`src/rtl/ex.sv`:
```
// ex: MIPS execute stage with combinational ALU and a multi-cycle restoring divider.
module ex (
  input  logic        clk,
  input  logic        rst,
  input  logic [7:0]  aluop_i,
  input  logic [2:0]  alusel_i,
  input  logic [31:0] reg1_i,
  input  logic [31:0] reg2_i,
  input  logic [4:0]  waddr_i,
  input  logic        we_i,
  input  logic [31:0] hi_i,
  input  logic [31:0] lo_i,
  output logic [31:0] wdata_o,
  output logic [4:0]  waddr_o,
  output logic        we_o,
  output logic        whilo_o,
  output logic [31:0] hi_o,
  output logic [31:0] lo_o,
  output logic        stallreq_o
);
  localparam logic [2:0] SEL_LOGIC = 3'd1, SEL_SHIFT = 3'd2, SEL_MOVE = 3'd3,
                         SEL_ARITH = 3'd4, SEL_DIV = 3'd5;
  localparam logic [7:0] OP_AND = 8'h24, OP_OR = 8'h25, OP_XOR = 8'h26, OP_NOR = 8'h27,
                         OP_SLL = 8'h7C, OP_SRL = 8'h02, OP_SRA = 8'h03,
                         OP_SLT = 8'h2A, OP_SLTU = 8'h2B, OP_ADD = 8'h20, OP_ADDU = 8'h21,
                         OP_SUB = 8'h22, OP_SUBU = 8'h23, OP_MFHI = 8'h10, OP_MFLO = 8'h12,
                         OP_DIV = 8'h1A, OP_DIVU = 8'h1B;
  typedef enum logic [1:0] {IDLE, ON, ZERO, END} state_t;
  state_t      state;
  logic [5:0]  cnt;
  logic [31:0] q, rem, dvs, sum, logic_res, shift_res, arith_res, move_res;
  logic [32:0] rs;
  logic        qneg, rneg, ge, sub, ovf, is_div, sgn;
  assign sub = aluop_i == OP_SUB || aluop_i == OP_SUBU;
  assign sum = reg1_i + (sub ? ~reg2_i : reg2_i) + {31'b0, sub};
  // signed overflow: operands (after subtrahend inversion) agree in sign but the sum does not
  assign ovf = alusel_i == SEL_ARITH && (aluop_i == OP_ADD || aluop_i == OP_SUB) &&
               ((reg1_i[31] ~^ reg2_i[31]) ^ sub) && (sum[31] ^ reg1_i[31]);
  assign logic_res = aluop_i == OP_OR  ? reg1_i | reg2_i :
                     aluop_i == OP_AND ? reg1_i & reg2_i :
                     aluop_i == OP_XOR ? reg1_i ^ reg2_i :
                     aluop_i == OP_NOR ? ~(reg1_i | reg2_i) : 32'b0;
  assign shift_res = aluop_i == OP_SLL ? reg2_i << reg1_i[4:0] :
                     aluop_i == OP_SRL ? reg2_i >> reg1_i[4:0] :
                     aluop_i == OP_SRA ? 32'($signed(reg2_i) >>> reg1_i[4:0]) : 32'b0;
  assign arith_res = (aluop_i == OP_ADD || aluop_i == OP_ADDU || sub) ? sum :
                     aluop_i == OP_SLT  ? {31'b0, $signed(reg1_i) < $signed(reg2_i)} :
                     aluop_i == OP_SLTU ? {31'b0, reg1_i < reg2_i} : 32'b0;
  assign move_res  = aluop_i == OP_MFHI ? hi_i : aluop_i == OP_MFLO ? lo_i : 32'b0;
  assign wdata_o = rst ? 32'b0 :
                   alusel_i == SEL_LOGIC ? logic_res :
                   alusel_i == SEL_SHIFT ? shift_res :
                   alusel_i == SEL_ARITH ? arith_res :
                   alusel_i == SEL_MOVE  ? move_res : 32'b0;
  assign waddr_o = rst ? 5'b0 : waddr_i;
  assign we_o    = !rst && we_i && alusel_i != SEL_DIV && !ovf;
  assign is_div  = alusel_i == SEL_DIV && (aluop_i == OP_DIV || aluop_i == OP_DIVU);
  assign sgn     = aluop_i == OP_DIV;
  assign rs      = {rem, q[31]};
  assign ge      = rs >= {1'b0, dvs};
  assign stallreq_o = !rst && is_div && state != END;
  assign whilo_o    = !rst && state == END;
  assign lo_o = whilo_o ? (qneg ? -q : q) : 32'b0;
  assign hi_o = whilo_o ? (rneg ? -rem : rem) : 32'b0;
  always_ff @(posedge clk)
    if (rst) begin
      state <= IDLE;
      cnt   <= 6'd0;
    end else
      case (state)
        IDLE: if (is_div) begin
          cnt <= 6'd0;
          if (reg2_i == 32'b0) state <= ZERO;
          else begin
            state <= ON;
            q     <= sgn && reg1_i[31] ? -reg1_i : reg1_i;
            dvs   <= sgn && reg2_i[31] ? -reg2_i : reg2_i;
            rem   <= 32'b0;
            qneg  <= sgn && (reg1_i[31] ^ reg2_i[31]);
            rneg  <= sgn && reg1_i[31];
          end
        end
        ON: begin
          rem <= ge ? 32'(rs - {1'b0, dvs}) : rs[31:0];
          q   <= {q[30:0], ge};
          cnt <= cnt + 6'd1;
          if (cnt == 6'd31) state <= END;
        end
        ZERO: begin
          q     <= 32'b0;
          rem   <= 32'b0;
          qneg  <= 1'b0;
          rneg  <= 1'b0;
          state <= END;
        end
        END: state <= IDLE;
      endcase
endmodule

```
`config.mk`:
```
export PLATFORM = sky130hd
export DESIGN_NAME = ex
export DESIGN_NICKNAME = d
export VERILOG_FILES = /design/src/rtl/ex.sv
export SDC_FILE = /design/constraint.sdc
export NUM_CORES = 1
export LEC_CHECK = 0
export ABC_AREA = 1
export BUFFER_PORTS_ARGS = -buffer_cell sky130_fd_sc_hd__buf_2
export CORE_MARGIN = 3
export CORE_UTILIZATION = 27
export CTS_CLUSTER_SIZE = 10
export DETAILED_ROUTE_END_ITERATION = 7
export GPL_ROUTABILITY_DRIVEN = 1
export PLACE_DENSITY_LB_ADDON = 0.25
export SETUP_SLACK_MARGIN = 0.2
export SYNTH_ARGS = -nofsm -noshare
export SYNTH_HDL_FRONTEND = slang
export SYNTH_SLANG_ARGS = --single-unit
```
`constraint.sdc`:
```
create_clock -name clk -period 7.2 [get_ports clk]
set_input_delay 1.44 -clock clk [delete_from_list [all_inputs] [get_ports clk]]
set_output_delay 1.44 -clock clk [all_outputs]
set_load 0.02 [all_outputs]
```
---- Yosys cells after proc, flatten, opt, wreduce, memory -nomap -nowiden ----
Cells that the tools add are included.
storage, ports and cells
  register bits after elaboration ......... 106
  bits in latches ......................... 0
  memory bits (writable) .................. 0
  ROM bits ................................ 0
  output and inout bits ................... 104
  word-level logic and storage cells ...... 137
  memories ................................ 0
cells by class
  add/sub/neg operators ................... 8
  multipliers ............................. 0
  div/mod/pow operators ................... 0
  magnitude comparators ................... 3
  eq/ne operators ......................... 31
  shifts and indexed selects .............. 3
  mux-type cells .......................... 44
  bitwise gates (word level) .............. 11
  reduce and logical (&&, ||, !) cells .... 30
operators with widths
  operator                                       number
  two-way mux 32 bit                             27
  one-hot mux 32 bit (3 select lines)            2
  negation 32 bit                                4
  == test 8 x 6 -> 1 bit, second input constant  10
  less-than comparator 32 bit                    2
  inverter 32 bit                                2
  >= comparator 33 x 32 -> 1 bit                 1
  adder 32 x 1 -> 32 bit                         1
  adder 32 bit                                   1
  bitwise AND 32 bit                             1
  == test 8 x 5 -> 1 bit, second input constant  4
  logical NOT 32 bit                             1
  OR 32 bit                                      1
  << shifter 32 x 5 -> 32 bit                    1
  right shift 32 x 5 -> 32 bit                   1
  >>> shifter 32 x 5 -> 32 bit                   1
  subtractor 32 bit                              1
  XOR 32 bit                                     1
  == test 8 x 2 -> 1 bit, second input constant  2
  logical AND 1 bit                              13
  one-hot mux 6 bit (2 select lines)             1
  AND reduction 4 bit                            3
  == test 8 x 7 -> 1 bit, second input constant  1
  inequality test 2 bit, second input constant   4
  23 further kinds                               44

---- Longest topological paths before layout ----
Gate-level depths: netlist of run 1.
  depth in word-level cells ............... 10
  depth in mapped cells ................... 24

---- Worst setup path after synthesis of run 1 ----
OpenSTA, ideal clock, no wires.
  path kind ............................... input to output
  from .................................... input port aluop_i[3]
  to ...................................... output port wdata_o[16]
  arrival ................................. 4.164 ns
  slack ................................... 1.596 ns
  stages .................................. 17
  path buffers ............................ 1
  cells stage by stage .................... inv_1 -> nand2_1 -> nor2_1 -> nand2_1 -> buf_1 -> xor2_1 -> ha_1 -> a21oi_1 -> o21ai_0 -> a21oi_1 -> nand2_1 -> nand2_1 -> a21boi_0 -> or2_0 -> o22ai_1 -> nand2_1 -> a21oi_1
between the ends
  longest elaborated chain between the ends .. 10
  elaborated cells between the ends (all ways) .. 34
  classes of those cells .................. add/sub (2); eq/ne (13); mux (16); reduce/logical (3)
ends and longest elaborated chain
  element                 line  source
  start: declaration      5     input logic [7:0] aluop_i,
  == test 8 x 6 -> 1 bit  34    assign sub = aluop_i == OP_SUB || aluop_i == OP_SUBU;
  logical OR 1 bit        34
  two-way mux 32 bit      35    assign sum = reg1_i + (sub ? ~reg2_i : reg2_i) + {31'b0, sub};
  adder 32 bit            35
  adder 32 x 1 -> 32 bit  35
  two-way mux 32 bit      46    assign arith_res = (aluop_i == OP_ADD || aluop_i == OP_ADDU || sub) ? sum :
  two-way mux 32 bit      53    alusel_i == SEL_ARITH ? arith_res :
  two-way mux 32 bit      52    alusel_i == SEL_SHIFT ? shift_res :
  two-way mux 32 bit *    51    alusel_i == SEL_LOGIC ? logic_res :
  two-way mux 32 bit *    50    assign wdata_o = rst ? 32'b0 :
  end: declaration        13    output logic [31:0] wdata_o,
Mark *: on every way between the ends. The rest lies on a longest branch, timed or not.

---- Worst setup path after layout of run 1 ----
  from .................................... input port aluop_i[3]
  to ...................................... output port wdata_o[9]
The elaborated chain is that of the path after synthesis.

==> flow_metrics.env, run 1 <==
export IMPL_holdPathEnd="cnt[2]"
export IMPL_wl_mm=94.5
export IMPL_required_ps=5760
export IMPL_clock_sinks=106
export IMPL_gr_usage_all_layers_pct=24.4
export IMPL_finalCritPeriodShare_pct=92.1
export IMPL_clkLatencyLatePin_ps=370
export IMPL_drt_antenna_violating_nets=0
export IMPL_fin_skew_ps=19.5
export IMPL_reg2reg_from="rem[10]"
export IMPL_gr_total_overflow=0
export IMPL_die_x_um=272
export IMPL_rsz0062_at_grt="no"
export IMPL_ir_drop_mv=0.116
export IMPL_numCtsBuffers=9
export IMPL_reg2reg_slack_ps=3700
export IMPL_synth_seq_area_share_pct=16.3
export IMPL_antenna_found_initial=8
export IMPL_synth_edff_count=98
export IMPL_wl_per_cell_um=22.2
export IMPL_crit_type="in -> out"
export IMPL_p_leak_nw=9.89
export IMPL_grt_pass1_vias=21000
export IMPL_ys_flop_type="edfxtp_1"
export IMPL_path_clk_slew_ps=70
export IMPL_cts_tree="done"
export IMPL_vias=22800
export IMPL_vias_per_cell=5.37
export IMPL_powerDensity_mw_per_mm2=95.4
export IMPL_min_from="cnt[2]"
export IMPL_hold_path_class="reg -> reg"
export IMPL_areaGrowthSynthToFinish_pct=13.3
export IMPL_yosysWarnings=0
export IMPL_detailed_place_hpwl_mm=77.0
export IMPL_utilization_pct=31.2
export IMPL_layout_cells_most_common="nand2_1"
export IMPL_place_ws_ps=421
export IMPL_path_max_fanout=26
export IMPL_drc=0
export IMPL_startpoint="aluop_i[3]"
export IMPL_max_freq_ghz=0.151
export IMPL_dieArea_mm2=0.0739
export IMPL_layout_common_cells="nand2_1 (672), o21ai_0 (359), inv_1 (343), nor2_1 (305), a21oi_1 (294)"
export IMPL_hold_buffers=0
export IMPL_io_buffers=250
export IMPL_synth_cell_types=63
export IMPL_worst_setup_path_start_kind="primary input"
export IMPL_rows=96
export IMPL_status="completed"
export IMPL_max_cap_violations=0
export IMPL_report_final_slew_viol_count=0
export IMPL_whs_path_depth=2
export IMPL_die_h_um=272
export IMPL_final_hold_viol_count=0
export IMPL_fin_crit_ps=6630
export IMPL_slew_headroom_pct=20.8
export IMPL_start_util_pct=27.5
export IMPL_drtPass1Iterations=6
export IMPL_tightestPinTransition_ps=1190
export IMPL_clk_path_buf_depth=2
export IMPL_r2r_cells=14
export IMPL_boundaryPins=251
export IMPL_syn_cell_area_mm2=0.0191
export IMPL_setup_tns_ps=0
export IMPL_gp_congestion=1.01
export IMPL_worstPathArrival_ps=5190
export IMPL_syn_inst=3139
export IMPL_synth_seq_cells=106
export IMPL_h_tree_depth=3
export IMPL_clockRootBuffer="clkbuf_16"
export IMPL_syn_nets=3465
export IMPL_grt_first_pass_wirelength_mm=138
export IMPL_final_nets=3631
export IMPL_syn_avg_cell_area_um2=6.08
export IMPL_drive_gt1_share_pct=11.1
export IMPL_rr_endpoint="rem[27]"
export IMPL_core_area_mm2=0.0693
export IMPL_finalSetupViolCount=0
export IMPL_synth_async_reset_ratio_pct=0
export IMPL_grt_max_degree=78
export IMPL_drt_iter0_drc=2551
export IMPL_layout_setup_ws_ps=568
export IMPL_end_kind="output pin"
power breakdown:
part	internal [mW]	switching (mW)
Clock	0.246	0.257
Combinational	0.242	0.629
Sequential	0.681	0.00854
critical path: stages:
cell and delay, ps:
buf_2 110, inv_1 80, nand2_1 160, nor2_1 260, nand2_4 310, buf_4 290
xor2_1 140, ha_1 370, a21oi_1 240, o21ai_0 140, a21oi_1 160, o21ai_2 120
and2_1 160, o31ai_1 390, nand2_1 200, a21oi_1 360, buf_2 240
sequential cells by signal, summed over array words and instances (netlist names):
register	count
dvs	32
q	32
rem	32
cnt	6
state	2
qneg	1
rneg	1
worst max-delay path by stage:
stage / slack [ps] / end / cells past startpoint
after CTS: 420 / wdata_o[9] / 17
after floorplan: 1600 / wdata_o[16] / 17
final: 570 / wdata_o[9] / 17
after detailed placement: 420 / wdata_o[9] / 17
after global routing: 380 / wdata_o[9] / 17
after global placement: 450 / wdata_o[9] / 17
metrics by stage:
| step | std cells | power (mW) | area (um2) | hold slack, ps |
|---|---|---|---|---|
| floorplan | 3139 | 1.20 | 19100 | 453 |
| global placement | 4225 | 1.55 | 21300 | 482 |
| detailed placement | 4225 | 1.55 | 21300 | 483 |
| CTS | 4241 | 2.05 | 21600 | 495 |
| global route | 4244 | 2.17 | 21600 | 524 |
| finish | 4247 | 2.06 | 21600 | 491 |
cells in the mapped netlist (12+ instances only):
master	instances	area share, %
a21boi_0	12	0.47
a21oi_1	294	7.7
a22o_1	17	0.78
a31oi_1	18	0.59
buf_1	13	0.26
buf_2	22	0.58
clkbuf_1	98	1.9
edfxtp_1	98	15
ha_1	177	12
inv_1	343	6.7
nand2_1	673	13
nand3_1	213	5.6
nand4_1	25	0.82
nor2_1	306	6.0
nor3_1	68	1.8
nor4_1	17	0.56
o211ai_1	54	2.1
o21a_1	14	0.55
o21ai_0	359	9.4
o21ai_1	16	0.42
o22ai_1	21	0.69
xnor2_1	13	0.60
xor2_1	86	3.9
kinds of logic (layout without fill, tap and decap cells):
family | count (synthesis) | after routing | synth area share, %
simple gates | 1365 | 1365 | 30.7
compound gates | 881 | 881 | 26.0
buf+inv | 499 | 670 | 10.1
fa+ha+maj | 179 | 179 | 11.8
flops | 106 | 106 | 16.3
xor+xnor | 99 | 99 | 4.55
mux | 10 | 10 | 0.525
other cells | 0 | 6 | 0
timing repair:
item	CTS	global route
resized for setup	0	1
buffers inserted	0	0
endpoints found under the setup margin	0	1
layer usage:
layer | vias up | wire, um | track usage [%] | share of wire (%)
met3 | 171 | 7950 | 2.85 | 8.4
met1 | 10500 | 42800 | 35.2 | 45
met2 | 1083 | 39600 | 36.7 | 42
met5 | - | 13 | 0 | 0.014
li1 | 11000 | - | - | -
met4 | 2 | 4110 | 9.98 | 4.4
final cells by class:
class / count / area, um2
flip-flops and latches: 106 / 3100
multi-input cells: 2534 / 14100
inverters: 362 / 1360
clock inverters: 7 / 71.3
diodes: 6 / 15.0
well taps: 931 / 1160
fillers: 7924 / 47700
clock buffers: 9 / 225
repair buffers: 292 / 1600
(Power assumes the default switching activity.)
==> run 2: changes to the inputs <==
==> constraint.sdc (replaced) <==
create_clock -name clk -period 7.2 [get_ports clk]
set_input_delay 0.72 -clock clk [delete_from_list [all_inputs] [get_ports clk]]
set_output_delay 0.72 -clock clk [all_outputs]
set_load 0.02 [all_outputs]
==> flow_metrics.env, run 2 (synthesis gave the netlist of run 1 again) <==
export IMPL_drt_antenna_violating_nets=0
export IMPL_h_tree_depth=3
export IMPL_final_nets=3617
export IMPL_clk_path_buf_depth=2
export IMPL_clkLatencyLatePin_ps=370
export IMPL_utilization_pct=31.0
export IMPL_worst_setup_path_start_kind="primary input"
export IMPL_crit_type="in -> out"
export IMPL_core_area_mm2=0.0693
export IMPL_boundaryPins=251
export IMPL_top_regs="dvs: 32 flops, q: 32 flops, rem: 32 flops"
export IMPL_drtPass1Iterations=6
export IMPL_layout_cells_most_common="nand2_1"
export IMPL_path_buf_inv=4
export IMPL_gr_total_overflow=0
export IMPL_wl_met3_mm=7.53
export IMPL_fin_crit_ps=5360
export IMPL_hold_path_class="reg -> reg"
export IMPL_path_cells="buf_2 > inv_1 > nand2_1 > nor2_1 > nand2_2 > xor2_1 > fa_1 > inv_1 > nand3_1 > nand2_1 > nand2_1 > nand2_1 > nand3_1 > nand2_1 > nor2_1 > o31ai_1 > a21oi_1 > nor3_1 > buf_2"
export IMPL_crit_slowest_cell="nand2_2"
export IMPL_post_cts_buffers=0
export IMPL_cts_tree="done"
export IMPL_gp_congestion=1.05
export IMPL_io_buffers=250
export IMPL_cp_top_family="simple AND/OR/NAND/NOR gates"
export IMPL_vias_per_cell=5.39
export IMPL_grt_pass1_vias=21000
export IMPL_tightestPinTransition_ps=1250
export IMPL_antenna_found_initial=7
export IMPL_slew_headroom_pct=16.2
export IMPL_status="completed"
export IMPL_clockPowerShare_pct=26.4
export IMPL_path_common_cell="nand2_1"
export IMPL_rows=96
export IMPL_report_final_slew_viol_count=0
export IMPL_detailed_place_hpwl_mm=73.5
export IMPL_die_x_um=272
export IMPL_p_int_mw=1.21
export IMPL_pwr_share_comb_pct=40.6
export IMPL_max_freq_ghz=0.187
export IMPL_vias=22800
export IMPL_clockRootBuffer="clkbuf_16"
export IMPL_final_hold_viol_count=0
export IMPL_slowest_delay_ps=590
export IMPL_switching_share_pct=42.2
export IMPL_path_clk_slew_ps=80
export IMPL_power_frac_seq_pct=33.0
export IMPL_start_util_pct=27.5
export IMPL_drive_gt1_share_pct=10.8
export IMPL_clock_sinks=106
export IMPL_drt_iter0_drc=2583
export IMPL_drc=0
export IMPL_p_leak_nw=9.82
export IMPL_gr_usage_all_layers_pct=23.8
export IMPL_numCtsBuffers=9
export IMPL_powerDensity_mw_per_mm2=97.2
export IMPL_end_kind="output pin"
export IMPL_worstPathArrival_ps=4640
export IMPL_wl_mm=91.3
export IMPL_highest_layer="met4"
export IMPL_fin_skew_ps=7.64
export IMPL_die_h_um=272
export IMPL_dieArea_mm2=0.0739
export IMPL_wl_per_cell_um=21.6
export IMPL_power_mw=2.09
export IMPL_hold_buffers=0
export IMPL_dr_wl_met2_mm=37.8
export IMPL_p_sw_uw=882
export IMPL_path_max_fanout=33
export IMPL_post_cts_resized=0
export IMPL_layout_common_cells="nand2_1 (672), o21ai_0 (359), inv_1 (343), nor2_1 (305), a21oi_1 (294)"
export IMPL_ir_drop_mv=0.118
export IMPL_grt_first_pass_wirelength_mm=135
export IMPL_grt_max_degree=78
export IMPL_rsz0062_at_grt="no"
export IMPL_finalCritPeriodShare_pct=74.4
export IMPL_areaGrowthSynthToFinish_pct=12.7
export IMPL_wl_met1_mm=41.5
export IMPL_finalSetupViolCount=0
export IMPL_max_cap_violations=0
export IMPL_setup_tns_ps=0
export IMPL_required_ps=6480
==> run 2: routing by layer <==
layer	global-route usage, %	up-vias
li1	-	11000
met1	34.3	10500
met2	35.1	1174
met3	2.78	188
met4	10.6	0
met5	0	-
==> run 2: layout make-up <==
class / instances / area (um2)
clock buffers: 10 / 239
inverters: 362 / 1360
fillers: 7818 / 47800
flip-flops and latches: 106 / 3100
clock inverters: 6 / 96.3
repair buffers: 278 / 1460
diodes: 5 / 12.5
multi-input cells: 2534 / 14100
well taps: 931 / 1160
==> run 2: worst register-to-register path: stages (launching register included) <==
cell and delay [ps]:
edfxtp_1 510, ha_1 390, a21oi_1 260, o21ai_0 130
nand2_1 80, nand2_1 60, nand2_1 80, nand3_2 90
nand2_1 120, nand3_2 120, nand2_2 110, nand2_4 60
nand3_4 240, nand2_2 520, o21ai_0 370, nor2_1 60
==> run 2: worst paths after layout <==
check             start          to  slack (ps)  depth (start not counted)
min reg2reg      cnt[2]      cnt[2]         490                          2
min              cnt[2]      cnt[2]         490                          2
max reg2reg      rem[5]     rem[29]        3780                         15
max          aluop_i[3]  wdata_o[8]        1840                         19
==> run 2: power groups by stage <==
| stage | sequential, mW | combinational (mW) | clock, mW |
|---|---|---|---|
| after detailed placement | 0.704 | 0.820 | 0 |
| after global placement | 0.704 | 0.824 | 0 |
| after floorplan | 0.700 | 0.501 | 0 |
| final | 0.690 | 0.850 | 0.551 |
| after CTS | 0.689 | 0.824 | 0.566 |
| after global routing | 0.691 | 0.922 | 0.586 |
==> run 2: through the flow <==
stage	std cells	hold WS [ps]	area, um2	setup slack, ps
6_report	4232	491	21500	1840
5_1_grt	4230	521	21500	1560
4_1_cts	4227	490	21500	1910
3_5_place_dp	4211	479	21200	1910
3_3_place_gp	4211	475	21200	2000
2_1_floorplan	3139	453	19100	2480
